`src/rtl/sysbus_pkg.sv`:
```
// Purpose : shared Sysbus types and tag-field constants for the bus arbiter slice.
// Latency : n/a (types and constants only).
// Backpressure: n/a.
//
// Contents: FSM state enum, tag bit positions, read/write and target encodings
// matching the SYSBUS_READ / SYSBUS_WRITE / SYSBUS_MEMORY bus macros.
package sysbus_pkg;

   typedef enum logic [1:0] {
      IDLE  = 2'd0,
      ADDR  = 2'd1,
      WDATA = 2'd2,
      RDATA = 2'd3
   } state_t;

   // Tag layout: [12] read/write, [11:8] target, [7:0] free for the master.
   localparam int TAG_RW_BIT     = 12;
   localparam int TAG_TARGET_MSB = 11;
   localparam int TAG_TARGET_LSB = 8;

   localparam logic       SYSBUS_READ   = 1'b1;
   localparam logic       SYSBUS_WRITE  = 1'b0;
   localparam logic [3:0] SYSBUS_MEMORY = 4'b0001;

endpackage

```
`src/rtl/rr_arb2.sv`:
```
// Purpose : 2-way round-robin picker; on a tie the requester that did not win last time wins.
// Latency : combinational, 0 cycles.
// Backpressure: none; the caller decides when a grant is taken.
//
// Ports: req[1:0] request vector, last = index granted previously, grant[1:0] one-hot (or 0).
module rr_arb2 (
   input  logic [1:0] req,
   input  logic       last,
   output logic [1:0] grant
);

   always_comb begin
      grant = 2'b00;
      if (req == 2'b11) begin
         grant = last ? 2'b01 : 2'b10;
      end else begin
         grant = req;
      end
   end

endmodule

```
`src/rtl/sysbus_arbiter.sv`:
```
// Purpose : shares one Sysbus port between fetch (M0) and data (M1), one whole transaction at a time.
// Latency : grant registered 1 cycle after request; data beats pass through combinationally.
// Backpressure: bus_reqack is forwarded to the owning master only; response acks come from the owner.
//
// Ports: clk, reset (sync, active-high); m0_*/m1_* master request/response channels;
// bus_* Sysbus request/response channels.
// Optional macro SYSBUS_ARB_STATS_EN adds grant_cnt0/grant_cnt1/conflict_cnt counters.
module sysbus_arbiter
   import sysbus_pkg::*;
#(
   parameter int BUS_DATA_WIDTH = 64,
   parameter int BUS_TAG_WIDTH  = 13,
   parameter int BEATS          = 8
) (
   input  logic                      clk,
   input  logic                      reset,
   input  logic                      m0_reqcyc,
   input  logic [BUS_DATA_WIDTH-1:0] m0_req,
   input  logic [BUS_TAG_WIDTH-1:0]  m0_reqtag,
   output logic                      m0_reqack,
   output logic                      m0_respcyc,
   output logic [BUS_DATA_WIDTH-1:0] m0_resp,
   input  logic                      m0_respack,
   input  logic                      m1_reqcyc,
   input  logic [BUS_DATA_WIDTH-1:0] m1_req,
   input  logic [BUS_TAG_WIDTH-1:0]  m1_reqtag,
   output logic                      m1_reqack,
   output logic                      m1_respcyc,
   output logic [BUS_DATA_WIDTH-1:0] m1_resp,
   input  logic                      m1_respack,
   output logic                      bus_reqcyc,
   output logic [BUS_DATA_WIDTH-1:0] bus_req,
   output logic [BUS_TAG_WIDTH-1:0]  bus_reqtag,
   input  logic                      bus_reqack,
   input  logic                      bus_respcyc,
   input  logic [BUS_DATA_WIDTH-1:0] bus_resp,
   input  logic [BUS_TAG_WIDTH-1:0]  bus_resptag,
   output logic                      bus_respack
`ifdef SYSBUS_ARB_STATS_EN
   ,
   output logic [31:0]               grant_cnt0,
   output logic [31:0]               grant_cnt1,
   output logic [31:0]               conflict_cnt
`endif
);

   localparam int CW = $clog2(BEATS) + 1;

   state_t                    state;
   logic                      owner;
   logic                      is_read;
   logic                      last_grant;
   logic [CW-1:0]             beat_cnt;
   logic [BUS_DATA_WIDTH-1:0] addr_q;
   logic [BUS_TAG_WIDTH-1:0]  tag_q;

   logic [1:0]                req_vec;
   logic [1:0]                grant;
   logic                      owner_reqcyc;
   logic [BUS_DATA_WIDTH-1:0] owner_req;
   logic                      owner_respack;
   logic                      last_beat;
   logic                      rd_hs;
   logic                      req_phase;

   // Routing follows ownership, so the response tag is not needed here.
   logic                      unused_resptag;
   assign unused_resptag = ^bus_resptag;

   assign req_vec = {m1_reqcyc, m0_reqcyc};

   rr_arb2 u_rr_arb2 (
      .req   (req_vec),
      .last  (last_grant),
      .grant (grant)
   );

   assign owner_reqcyc  = owner ? m1_reqcyc  : m0_reqcyc;
   assign owner_req     = owner ? m1_req     : m0_req;
   assign owner_respack = owner ? m1_respack : m0_respack;

   assign last_beat = (beat_cnt == CW'(BEATS - 1));
   assign rd_hs     = (state == RDATA) && bus_respcyc && owner_respack;
   assign req_phase = (state == ADDR) || (state == WDATA);

   always_ff @(posedge clk) begin
      if (reset) begin
         state      <= IDLE;
         owner      <= 1'b0;
         is_read    <= 1'b0;
         last_grant <= 1'b1;
         beat_cnt   <= '0;
         addr_q     <= '0;
         tag_q      <= '0;
      end else begin
         case (state)
            IDLE: begin
               if (|grant) begin
                  state      <= ADDR;
                  owner      <= grant[1];
                  last_grant <= grant[1];
                  is_read    <= ((grant[1] ? m1_reqtag[TAG_RW_BIT] : m0_reqtag[TAG_RW_BIT])
                                 == SYSBUS_READ);
                  addr_q     <= grant[1] ? m1_req    : m0_req;
                  tag_q      <= grant[1] ? m1_reqtag : m0_reqtag;
                  beat_cnt   <= '0;
               end
            end
            ADDR: begin
               if (bus_reqack) begin
                  state <= is_read ? RDATA : WDATA;
               end
            end
            WDATA: begin
               if (bus_reqack) begin
                  beat_cnt <= beat_cnt + CW'(1);
                  if (last_beat) begin
                     state <= IDLE;
                  end
               end
            end
            RDATA: begin
               if (rd_hs) begin
                  beat_cnt <= beat_cnt + CW'(1);
                  if (last_beat) begin
                     state <= IDLE;
                  end
               end
            end
            default: state <= IDLE;
         endcase
      end
   end

   // Address phase comes from the registered grant; write beats stream straight from the owner.
   always_comb begin
      bus_reqcyc = 1'b0;
      bus_req    = '0;
      bus_reqtag = '0;
      case (state)
         ADDR: begin
            bus_reqcyc = 1'b1;
            bus_req    = addr_q;
            bus_reqtag = tag_q;
         end
         WDATA: begin
            bus_reqcyc = owner_reqcyc;
            bus_req    = owner_req;
            bus_reqtag = tag_q;
         end
         default: ;
      endcase
   end

   assign m0_reqack   = req_phase && !owner && bus_reqack;
   assign m1_reqack   = req_phase &&  owner && bus_reqack;
   assign m0_respcyc  = (state == RDATA) && !owner && bus_respcyc;
   assign m1_respcyc  = (state == RDATA) &&  owner && bus_respcyc;
   assign bus_respack = (state == RDATA) && owner_respack;
   assign m0_resp     = bus_resp;
   assign m1_resp     = bus_resp;

`ifdef SYSBUS_ARB_STATS_EN
   always_ff @(posedge clk) begin
      if (reset) begin
         grant_cnt0   <= '0;
         grant_cnt1   <= '0;
         conflict_cnt <= '0;
      end else if (state == IDLE) begin
         if (&req_vec)  conflict_cnt <= conflict_cnt + 32'd1;
         if (grant[0])  grant_cnt0   <= grant_cnt0 + 32'd1;
         if (grant[1])  grant_cnt1   <= grant_cnt1 + 32'd1;
      end
   end
`endif

   // The owner must keep its address request up until the bus accepts it.
   a_addr_hold: assert property (@(posedge clk) disable iff (reset)
                                 (state == ADDR) |-> owner_reqcyc);

endmodule
```
`config.mk`:
```
export PLATFORM = sky130hd
export DESIGN_NAME = sysbus_arbiter
export DESIGN_NICKNAME = d
export VERILOG_FILES = /design/src/rtl/sysbus_pkg.sv /design/src/rtl/rr_arb2.sv /design/src/rtl/sysbus_arbiter.sv
export SDC_FILE = /design/constraint.sdc
export NUM_CORES = 1
export LEC_CHECK = 0
export ABC_CLOCK_PERIOD_IN_PS = 6140
export BUFFER_PORTS_ARGS = -buffer_cell sky130_fd_sc_hd__buf_2
export CAP_MARGIN = 20
export CORE_AREA = 2 2 175 177
export CTS_CLUSTER_DIAMETER = 30
export CTS_CLUSTER_SIZE = 12
export DETAILED_ROUTE_END_ITERATION = 16
export DIE_AREA = 0 0 177 179
export PLACE_DENSITY_LB_ADDON = 0.25
export SLEW_MARGIN = 20
export SYNTH_ARGS = -nofsm -noshare
export SYNTH_HDL_FRONTEND = slang
export SYNTH_HIERARCHICAL = 1
export SYNTH_SLANG_ARGS = --single-unit
```
`constraint.sdc`:
```
create_clock -name clk -period 6.14 [get_ports clk]
set_clock_uncertainty 0.15 [all_clocks]
set_input_delay 0 -clock clk [delete_from_list [all_inputs] [get_ports clk]]
set_output_delay 0 -clock clk [all_outputs]
set_load 0.01 [all_outputs]
```
Word level (Yosys, flattened, before mapping) --
Index checks and enable logic that the tools add are counted.
Word-level totals: word-level logic and storage cells 59, register bits after elaboration 86, input bits 239, output and inout bits 211
Cells by class: reductions and logical operators 20, $add $sub $neg 1, equal/unequal tests 9, multiplexer cells 22
Operator list (number):
- two-way mux 64 bit | 2
- case mux 64 bit (2 select lines) | 1
- two-way mux 13 bit | 2
- two-way mux 2 bit | 7
- two-way mux 4 bit | 3
- case mux 4 bit (3 select lines) | 1
- logical AND 1 bit | 11
- != test 2 bit, second input constant | 4
- case mux 2 bit (4 select lines) | 1
- AND reduction 4 bit | 2
- equality test 2 bit, second input constant | 3
- adder 4 x 1 -> 4 bit, second input constant | 1
- equality test 4 x 3 -> 1 bit, second input constant | 1
- two-way mux 1 bit | 4
- OR reduction 2 bit | 2
- nonzero test 3 bit | 1
- equality test 2 x 1 -> 1 bit, second input constant | 1
- zero test 2 bit | 1
- case mux 1 bit (2 select lines) | 1
- AND reduction 2 bit | 1
- zero test 1 bit | 1
- logical OR 1 bit | 1

Logic depth before layout (Yosys ltp) --
Gate-level depths: netlist of run 1.
depth after elaboration 5, depth in mapped cells 7, mapped depth without buffers 6

Cells and area by module --
The synthesis of run 1 kept the hierarchy.
By module, submodules not included:
- sysbus_arbiter | sequential area each 1701.6 um^2, cells an instance 773, area an instance 6635.1 um^2, instances 1
- rr_arb2 | sequential area each 0.0 um^2, cells an instance 3, area an instance 18.8 um^2, instances 1

Worst setup path after synthesis of run 1 --
OpenSTA, ideal clock, no wires.
kind flip-flop to flip-flop, from register state[0], to register beat_cnt[1], clock period less this slack 2.188 ns, stages on the path, launching flop included 8, required time 5.920 ns, library setup time 0.070 ns, slack 3.952 ns, arrival 1.968 ns, cell sequence dfxtp_1 inv_1 ha_1 nor3b_1 a2111o_1 buf_2 or4b_1 a21oi_1
On the way: word-level cells in the longest chain between the ends 5
Ends and longest elaborated chain:
- start: declaration | line sysbus_arbiter.sv:49 | state_t state;
- start signal: assignment | line sysbus_arbiter.sv:111 | state <= is_read ? RDATA : WDATA;
- equality test 2 bit | line sysbus_arbiter.sv:83, sysbus_arbiter.sv:96
- logical AND 1 bit (2 in series) | line sysbus_arbiter.sv:83 | assign rd_hs = (state == RDATA) && bus_respcyc && owner_respack;
- != test 2 bit (no line)
- AND reduction 4 bit (no line)
- end signal: assignment | line sysbus_arbiter.sv:116 | beat_cnt <= beat_cnt + CW'(1);
- end signal: assignment | line sysbus_arbiter.sv:124 | beat_cnt <= beat_cnt + CW'(1);
- end: declaration | line sysbus_arbiter.sv:53 | logic [CW-1:0] beat_cnt;
Several ways; a longest one is shown, not always the timed one. A chain may end at the register's enable or synchronous reset.

Worst setup path in the final report of run 1 --
from register last_grant, to register addr_q[24]
On the way: word-level cells in the longest chain between the ends 4
Ends and longest elaborated chain:
- start: declaration | line sysbus_arbiter.sv:52 | logic last_grant;
- start signal: assignment | line sysbus_arbiter.sv:101 | last_grant <= grant[1];
- two-way mux 2 bit (*) | line rr_arb2.sv:15 | grant = last ? 2'b01 : 2'b10;
- two-way mux 2 bit (*) | line rr_arb2.sv:14 | if (req == 2'b11) begin
- via grant[1] | line sysbus_arbiter.sv:58 | logic [1:0] grant;
- OR reduction 2 bit | line sysbus_arbiter.sv:98 | if (|grant) begin
- AND reduction 2 bit (no line)
- end signal: assignment | line sysbus_arbiter.sv:104 | addr_q <= grant[1] ? m1_req : m0_req;
- end: declaration | line sysbus_arbiter.sv:54 | logic [BUS_DATA_WIDTH-1:0] addr_q;
Mark *: on every way through the listed nets, which the timed path passes. The rest lies on a longest branch.

==> flow_summary_export.csv, run 1 <==
group,metric,value,unit
run_status,status,"complete, no violations",
global_routing,first_global_vias,6631,
drt,drtPass1Iterations,4,
layout,seq_area,1710,um2
clocking,cts.clk_slew.worst_paths,0.07,ns
clocking,cts_buffer_depth,2,
die,rows,64,
die,die_area,31700,um2
timing,min_period,3.15,ns
drt,wl_per_cell,15.6,um
worst_setup_path,reg2reg_to,"addr_q[24]$_SDFFE_PP0P_",
timing,relSlewSlack,49.5,%
worst_setup_path,r2r_start,"last_grant$_SDFFE_PP1P_",
timing,period_share,51.2,%
synthesis,ys_ff_latch,85,
timing,final_max_slew_viol_count,0,
timing,finalHoldViolCount,0,
synthesis,async_reset_ff_share,0,%
layout,multiInputGateArea,3750,um2
clocking,tritoncts,"yes",
synthesis,syn_nets,1021,
place,dp_hpwl,14200,um
synthesis,ys_seq_area_share,25.6,%
clocking,cts_sinks,85,
timing,rsz0062_at_grt,"no",
global_routing,grt_pass1_wl,34900,um
clocking,clock_latency,0.34,ns
global_routing,grt_overflow,0,
worst_setup_path,crit_type,"flip-flop to flip-flop",
layout,synthToLayoutAreaGrowth,46.8,%
drt,vias_per_cell,4.49,
drt,wl,22900,um
die,die_h,179,um
worst_hold_path,holdCritPathClass,"primary input to flip-flop",
clocking,h-tree-depth,3,
worst_setup_path,required,6.24,ns
clocking,hold_buffers,220,
worst_setup_path,cp.arrival,3.25,ns
drt,vias,6578,
synthesis,synth.avg_cell_area,8.57,um2
global_routing,grt_max_degree,75,
worst_hold_path,hold_start,"bus_reqack",
die,die_w,177,um
worst_hold_path,whs_path_depth,3,
worst_setup_path,regToRegSetupSlack,2.99,ns
place,dp_cells,1229,
worst_setup_path,worstRegToRegCells,6,
clocking,post_cts_resize_count,0,
job,drv_cap,0,
clocking,post_cts_buffers,0,
drt,drc,0,
worst_setup_path,startpoint_type,"flip-flop",
layout,nets,1309,
die,start_util,22.2,%
timing,timing.fmax,0.318,GHz
timing,worstMarginPinSlew,0.758,ns
synthesis,syn_area,6650,um2
worst_setup_path,cp_max_fo,41,
die,core-area,30000,um2
power_and_ir_drop,leakagePower,0.00405,uW
power_and_ir_drop,peakVddDrop,0.000137,V
timing,tns,0,ns
layout,num_antenna_cells,0,
layout,drive_above_1_share,31.8,%
clocking,cts_buffers,9,
die,ios,450,
synthesis,synth_ff_type,"dfxtp_1",
place,port_buffers,244,
global_routing,antenna_found_initial,0,
synthesis,yosysUniqueCellTypes,34,
drt,detail_route.iter0.violations,244,
power_and_ir_drop,power,2910,uW
drt,antenna_left,0,
worst_setup_path,end_kind,"flip-flop",
clocking,root_buffer,"clkbuf_16",
layout,finalNonFillerCells,1465,
synthesis,yosys_warnings,6,
synthesis,syn_inst,776,
global_routing,grt_use_total,14.1,%
worst_hold_path,min_to,"state[1]$_SDFFE_PP0P_",
synthesis,synth_edf_count,0,
layout,fillerInstances,3156,
power_and_ir_drop,power_density,298,nW/um2
place,gp_routability_congestion,0.677,
timing,setup_viol,0,
-- power by group --
group          switching, uW  internal [uW]
combinational            815            678
clock                    251            328
sequential               114            721
total                   1180           1730
-- registers in the layout (all words and copies together), names as in the netlist --
register and cells:
state 2, tag_q 12, owner 1, addr_q 64
beat_cnt 4, is_read 1, last_grant 1
-- area by class of cell --
class | count | area share, %
clock buffers | 11 | 2.48
clock inverters | 5 | 0.615
inverters | 7 | 0.269
multi-input cells | 488 | 38.4
flip-flops and latches | 85 | 17.5
well taps | 396 | 5.07
repair buffers | 473 | 35.8
-- metrics by stage --
step / cell area (um2) / hold WS, ns / utilization, % / setup slack, ns
2_1_floorplan: 6650 / -0.0582 / - / 3.95
3_3_place_gp: 7270 / -0.150 / 24.2 / 3.45
3_5_place_dp: 7270 / -0.150 / 24.2 / 3.41
4_1_cts: 9770 / 0.0268 / 32.5 / 2.93
5_1_grt: 9770 / 0.0631 / 32.5 / 2.78
6_report: 9770 / 0.0584 / 32.5 / 2.99
-- cells in the mapped netlist, drive strengths merged (2+ instances only) --
cell / instances / area [um2]
a211oi: 77 / 578
a21boi: 2 / 15.0
a21oi: 4 / 20.0
a22oi: 65 / 488
and2: 14 / 87.6
and3: 2 / 12.5
buf: 146 / 1040
clkbuf: 50 / 188
dfxtp: 85 / 1700
ha: 6 / 75.1
inv: 7 / 26.3
mux2: 65 / 732
mux2i: 78 / 781
nand2: 3 / 11.3
nor2: 83 / 312
nor2b: 68 / 425
o211ai: 2 / 15.0
o21ai: 2 / 10.0
o311ai: 2 / 17.5
o41ai: 4 / 35.0
-- worst max-delay path by stage --
stage,start,endpoint,slack (ns)
3_5_place_dp,state[0]$_SDFFE_PP0P_,beat_cnt[3]$_SDFFE_PP0P_,3.41
2_1_floorplan,state[0]$_SDFFE_PP0P_,beat_cnt[1]$_SDFFE_PP0P_,3.95
4_1_cts,last_grant$_SDFFE_PP1P_,is_read$_SDFFE_PP0P_,2.93
3_3_place_gp,last_grant$_SDFFE_PP1P_,is_read$_SDFFE_PP0P_,3.45
6_report,last_grant$_SDFFE_PP1P_,addr_q[24]$_SDFFE_PP0P_,2.99
5_1_grt,last_grant$_SDFFE_PP1P_,addr_q[32]$_SDFFE_PP0P_,2.78
-- critical path, stage by stage (launching register included) --
cell	delay [ns]
dfxtp_1	0.35
a21boi_4	0.17
buf_4	0.58
buf_4	0.71
mux2i_1	0.15
dlygate4sd3_1	0.59
a211oi_1	0.24
-- cell usage in the layout (no fill, tap or decap), drive strengths merged --
cell type / instances
o22ai: 1
or4: 1
nand2: 3
a2111o: 1
o21a: 1
or4b: 1
nor3b: 1
clkbuf: 11
mux2: 65
nor2b: 68
and3: 2
a22oi: 65
or2: 1
a21boi: 2
ha: 6
dfxtp: 85
buf: 253
nor2: 83
and2: 14
and3b: 1
o311ai: 2
clkinv: 3
o21ai: 2
o211ai: 2
bufinv: 1
a21oi: 4
nand3: 1
mux2i: 78
clkinvlp: 1
a211oi: 77
or3: 1
dlygate4sd3: 220
a221o: 1
inv: 7
o41ai: 4
-- metal layers --
metal  routed length (um)  vias to the layer above  GRT usage (%)
met2                11800                      262           26.9
met4                  225                        0           3.10
met5                    0                        -              0
met3                 1300                       15           2.76
met1                 9580                     3086           16.1
li1                     -                     3215              -
-- logic make-up after synthesis --
kind of cell | count (synthesis) | synth area share, %
buf+inv | 203 | 18.8
simple gates | 177 | 13.5
compound gates | 162 | 18.2
mux | 143 | 22.7
flops | 85 | 25.6
fa+ha+maj | 6 | 1.13
Note: power is estimated with default switching activity, not from simulation.
==> run 2: changes to the inputs <==
--- a/config.mk
+++ b/config.mk
@@ -5,14 +5,14 @@
 export SDC_FILE = /design/constraint.sdc
 export NUM_CORES = 1
 export LEC_CHECK = 0
-export ABC_CLOCK_PERIOD_IN_PS = 6140
+export ABC_CLOCK_PERIOD_IN_PS = 3130
 export BUFFER_PORTS_ARGS = -buffer_cell sky130_fd_sc_hd__buf_2
 export CAP_MARGIN = 20
-export CORE_AREA = 2 2 175 177
+export CORE_AREA = 2 2 176 178
 export CTS_CLUSTER_DIAMETER = 30
 export CTS_CLUSTER_SIZE = 12
 export DETAILED_ROUTE_END_ITERATION = 16
-export DIE_AREA = 0 0 177 179
+export DIE_AREA = 0 0 178 180
 export PLACE_DENSITY_LB_ADDON = 0.25
 export SLEW_MARGIN = 20
 export SYNTH_ARGS = -nofsm -noshare
==> constraint.sdc (replaced) <==
create_clock -name clk -period 3.13 [get_ports clk]
set_clock_uncertainty 0.15 [all_clocks]
set_input_delay 0 -clock clk [delete_from_list [all_inputs] [get_ports clk]]
set_output_delay 0 -clock clk [all_outputs]
set_load 0.01 [all_outputs]
==> run 2 against run 1 <==
Against the previous run:
- non-clock buffer count rose by 2
- critical path type is now flip-flop to output pin
- setup slack got worse by 2.6 ns
- combinational power rose by 99%
- global-route usage fell by 1.1 points
- critical endpoint is now bus_req[28]
- register-to-register slack got worse by 2.2 ns
- cell count barely moved
- critical path depth did not move
- first-iteration DRC count fell by 25%
- wire length fell by 6.2%
- total power rose by 97%
- die area rose by 1.1%
- worst hold slack got worse by 0.021 ns
==> flow_summary_export.csv, run 2 (synthesis results as in run 1) <==
group,metric,value,unit
timing,setup_viol,0,
global_routing,antenna_found_initial,1,
layout,synthToLayoutAreaGrowth,47.7,%
layout,nets,1311,
timing,worstMarginPinSlew,0.830,ns
drt,vias_per_cell,4.44,
clocking,cts.clk_slew.worst_paths,0.07,ns
worst_setup_path,required,2.98,ns
timing,relSlewSlack,44.7,%
job,drv_cap,0,
drt,drtPass1Iterations,5,
drt,drc,0,
drt,detail_route.iter0.violations,182,
clocking,root_buffer,"clkbuf_16",
clocking,cts_buffers,9,
global_routing,first_global_vias,6614,
layout,post-route-util,32.6,%
worst_setup_path,cp.arrival,2.55,ns
worst_setup_path,end_kind,"output pin",
die,rows,64,
die,start_util,22.0,%
die,core-area,30200,um2
worst_setup_path,critPathMaxStageDelay,0.64,ns
worst_hold_path,holdCritPathClass,"primary input to flip-flop",
timing,tns,0,ns
worst_setup_path,path_delay_family,"buffers and inverters",
power_and_ir_drop,p_int,3480,uW
die,ios,450,
run_status,status,"complete, no violations",
clocking,h-tree-depth,3,
worst_setup_path,crit_slowest_cell,"buf_4",
die,die_h,180,um
power_and_ir_drop,pwr-share-seq,27.7,%
worst_setup_path,crit_type,"flip-flop to output pin",
layout,top_register,"addr_q",
power_and_ir_drop,peakVddDrop,0.000263,V
layout,drive_above_1_share,32.1,%
timing,rsz0062_at_grt,"no",
power_and_ir_drop,leakagePower,0.00407,uW
die,die_area,32000,um2
clocking,clock_latency,0.34,ns
power_and_ir_drop,power_switching,2260,uW
timing,period_share,86.2,%
global_routing,grt_overflow,0,
drt,vias,6502,
worst_setup_path,crit_chain,"inv_1 -> ha_2 -> buf_4 -> a22oi_1 -> nor2b_1 -> buf_2",
timing,min_period,2.70,ns
global_routing,grt_use_total,13.1,%
timing,final_max_slew_viol_count,0,
worst_setup_path,path_buf_inv,3,
place,gp_routability_congestion,0.670,
layout,layout_commonest_cell,"buf_2",
power_and_ir_drop,power_frac_comb,51.8,%
global_routing,grt_max_degree,80,
power_and_ir_drop,pwr-share-clk,20.4,%
layout,largest_reg_flops,64,
timing,finalHoldViolCount,0,
die,die_w,178,um
worst_setup_path,cp_max_fo,65,
layout,num_antenna_cells,0,
timing,holdWs,0.0371,ns
drt,wl_per_cell,14.6,um
place,dp_hpwl,13600,um
drt,wl,21500,um
global_routing,grt_pass1_wl,33400,um
clocking,cts_sinks,85,
timing,timing.fmax,0.370,GHz
clocking,cts_buffer_depth,2,
power_and_ir_drop,p_sw_share,39.4,%
drt,antenna_left,0,
worst_setup_path,startpoint_type,"flip-flop",
layout,top_regs,"addr_q (64), tag_q (12), beat_cnt (4)",
place,port_buffers,244,
clocking,post_cts_buffers,0,
clocking,tritoncts,"yes",
power_and_ir_drop,power_density,584,nW/um2
layout,layout_common_cells,"buf_2 (243), dlygate4sd3_1 (219), dfxtp_1 (84)",
run 2: stage by stage:
step | cells | power [uW] | worst slack (ns) | instance area [um2]
after floorplan | 776 | 3590 | 0.942 | 6650
after global placement | 1232 | 4250 | 0.782 | 7320
after detailed placement | 1232 | 4270 | 0.742 | 7320
after CTS | 1466 | 5850 | 0.422 | 9830
after global routing | 1466 | 6210 | 0.342 | 9830
final | 1466 | 5740 | 0.431 | 9830
run 2: worst min-delay path: stages:
cell and delay (ns):
buf_2 0.13, o22ai_1 0.13, o41ai_1 0.23
run 2: final timing paths:
check,start,end,slack (ns),cells past startpoint
setup reg to reg,state[0]$_SDFFE_PP0P_,beat_cnt[3]$_SDFFE_PP0P_,0.75,6
setup / recovery,state[0]$_SDFFE_PP0P_,bus_req[28],0.43,6
hold reg to reg,beat_cnt[3]$_SDFFE_PP0P_,beat_cnt[3]$_SDFFE_PP0P_,0.31,1
hold / removal,bus_reqack,state[1]$_SDFFE_PP0P_,0.04,3
run 2: metal layers:
metal	vias to the layer above	part of all wire [%]	routed length, um	global-route usage [%]
met5	-	0.061	13	0
met4	2	2.1	451	4.30
met3	19	5.9	1260	2.66
met2	256	50	10800	24.0
met1	3006	41	8910	14.9
li1	3219	-	-	-
run 2: area by class of cell:
type                    count  area, um2
clock inverters             4       53.8
multi-input cells         488       3730
fillers                  3185      20400
well taps                 396        495
inverters                   7       26.3
repair buffers            475       3560
clock buffers              11        264
flip-flops and latches     85       1710
run 2: what timing repair did:
action	in CTS	in global routing
endpoints found under the hold margin	207	0
gates resized for setup	0	0
hold buffers	219	0
run 2: power groups by stage:
stage	sequential (uW)	combinational (uW)	clock [uW]
after floorplan	1560	2030	0
after global placement	1610	2640	0
after detailed placement	1610	2650	0
after CTS	1590	3010	1250
after global routing	1640	3300	1270
final	1590	2970	1170
==> run 3: changes to the inputs <==
--- a/config.mk
+++ b/config.mk
@@ -8,11 +8,12 @@
 export ABC_CLOCK_PERIOD_IN_PS = 3130
 export BUFFER_PORTS_ARGS = -buffer_cell sky130_fd_sc_hd__buf_2
 export CAP_MARGIN = 20
-export CORE_AREA = 2 2 176 178
+export CORE_AREA = 2 2 174 176
+export CTS_BUF_LIST = sky130_fd_sc_hd__clkbuf_8
 export CTS_CLUSTER_DIAMETER = 30
 export CTS_CLUSTER_SIZE = 12
 export DETAILED_ROUTE_END_ITERATION = 16
-export DIE_AREA = 0 0 178 180
+export DIE_AREA = 0 0 176 178
 export PLACE_DENSITY_LB_ADDON = 0.25
 export SLEW_MARGIN = 20
 export SYNTH_ARGS = -nofsm -noshare
==> run 3 against run 2 <==
Against the previous run:
- non-clock buffer count stayed put
- clock power shrank 35%
- total power down 7.1%
- global-route usage grew 0.31 points
==> flow_summary_export.csv, run 3 (synthesis results as in run 1) <==
group,metric,value,unit
die,die_h,178,um
layout,largest_reg_flops,64,
place,dp_hpwl,13100,um
clocking,post_cts_buffers,0,
clocking,clock_latency,0.37,ns
layout,post-route-util,33.0,%
global_routing,grt_use_total,13.4,%
clocking,root_buffer,"clkbuf_8",
place,port_buffers,244,
die,die_area,31300,um2
power_and_ir_drop,peakVddDrop,0.000360,V
global_routing,grt_pass1_wl,33400,um
worst_setup_path,cp.arrival,2.35,ns
timing,setup_viol,0,
power_and_ir_drop,power,5330,uW
die,rows,63,
place,gp_routability_congestion,0.678,
global_routing,grt_max_degree,83,
timing,relSlewSlack,56.8,%
layout,multiInputGateArea,3730,um2
timing,period_share,79.9,%
worst_setup_path,crit_type,"flip-flop to output pin",
run_status,status,"complete, no violations",
drt,detail_route.iter0.violations,181,
drt,drtPass1Iterations,4,
drt,antenna_left,0,
timing,tns,0,ns
drt,drc,0,
worst_setup_path,cp_max_fo,38,
layout,drive_above_1_share,31.9,%
timing,min_period,2.50,ns
layout,seq_area,1710,um2
clocking,tritoncts,"yes",
worst_setup_path,end_kind,"output pin",
clocking,hold_buffers,221,
layout,num_antenna_cells,0,
clocking,cts.clk_slew.worst_paths,0.09,ns
worst_setup_path,required,2.98,ns
layout,top_register,"addr_q",
die,start_util,22.6,%
drt,vias,6564,
job,drv_cap,0,
clocking,cts_buffer_depth,2,
clocking,cts_buffers,9,
timing,finalHoldViolCount,0,
timing,final_max_slew_viol_count,0,
global_routing,grt_overflow,0,
drt,wl_per_cell,14.9,um
clocking,post_cts_resize_count,0,
layout,fillerInstances,3073,
global_routing,antenna_found_initial,1,
die,core-area,29400,um2
clocking,cts_sinks,85,
global_routing,first_global_vias,6666,
drt,wl,21800,um
layout,layout_commonest_cell,"buf_2",
power_and_ir_drop,leakagePower,0.00402,uW
die,die_w,176,um
clocking,h-tree-depth,3,
die,ios,450,
power_and_ir_drop,power_density,550,nW/um2
layout,layout_common_cells,"buf_2 (243), dlygate4sd3_1 (221), dfxtp_1 (84)",
timing,rsz0062_at_grt,"no",
layout,synthToLayoutAreaGrowth,45.7,%
drt,vias_per_cell,4.49,
timing,holdWs,0.0367,ns
worst_setup_path,startpoint_type,"flip-flop",
timing,worstMarginPinSlew,0.647,ns
layout,nets,1311,
timing,timing.fmax,0.400,GHz
layout,top_regs,"addr_q (64), tag_q (12), beat_cnt (4)",
worst_hold_path,holdCritPathClass,"primary input to flip-flop",
## run 3: power by group
group	total [uW]	switching [uW]	internal (uW)	leakage [uW]
clock	761	469	292	0.0000898
combinational	2980	1610	1370	0.00322
sequential	1590	176	1410	0.000706
total	5330	2260	3080	0.00402
## run 3: worst max-delay path, cell delays in order (launching register included)
cell and delay (ns):
dfxtp_1 0.37, inv_1 0.10, ha_2 0.19, buf_4 0.42
a22oi_1 0.13, nor2b_1 0.54, buf_2 0.25
## run 3: per-stage QoR
step	std cells	setup slack [ns]	area (um2)
global placement	1224	0.775	7310
detailed placement	1224	0.753	7310
CTS	1461	0.516	9690
finish	1461	0.629	9690
global route	1461	0.412	9690
floorplan	776	0.942	6650
## run 3: worst paths after layout
| kind | start | endpoint | slack (ns) | depth (start not counted) |
|---|---|---|---|---|
| min | bus_reqack | state[1]$_SDFFE_PP0P_ | 0.04 | 3 |
| max reg2reg | last_grant$_SDFFE_PP1P_ | addr_q[44]$_SDFFE_PP0P_ | 0.77 | 5 |
| max | state[0]$_SDFFE_PP0P_ | bus_req[16] | 0.63 | 6 |
| min reg2reg | beat_cnt[3]$_SDFFE_PP0P_ | beat_cnt[3]$_SDFFE_PP0P_ | 0.33 | 1 |
## run 3: per-layer routing
metal	wire, um	vias to the layer above	track usage (%)
met3	1200	23	2.58
met2	11100	262	25.1
met5	0	-	0
met1	9150	3059	15.5
li1	-	3220	-
met4	327	0	3.51
## run 3: final cells by class
class | instances | share of cell area (%)
flip-flops and latches | 85 | 17.6
clock buffers | 9 | 1.28
inverters | 7 | 0.271
repair buffers | 475 | 36.9
clock inverters | 7 | 0.503
well taps | 390 | 5.03
multi-input cells | 488 | 38.5
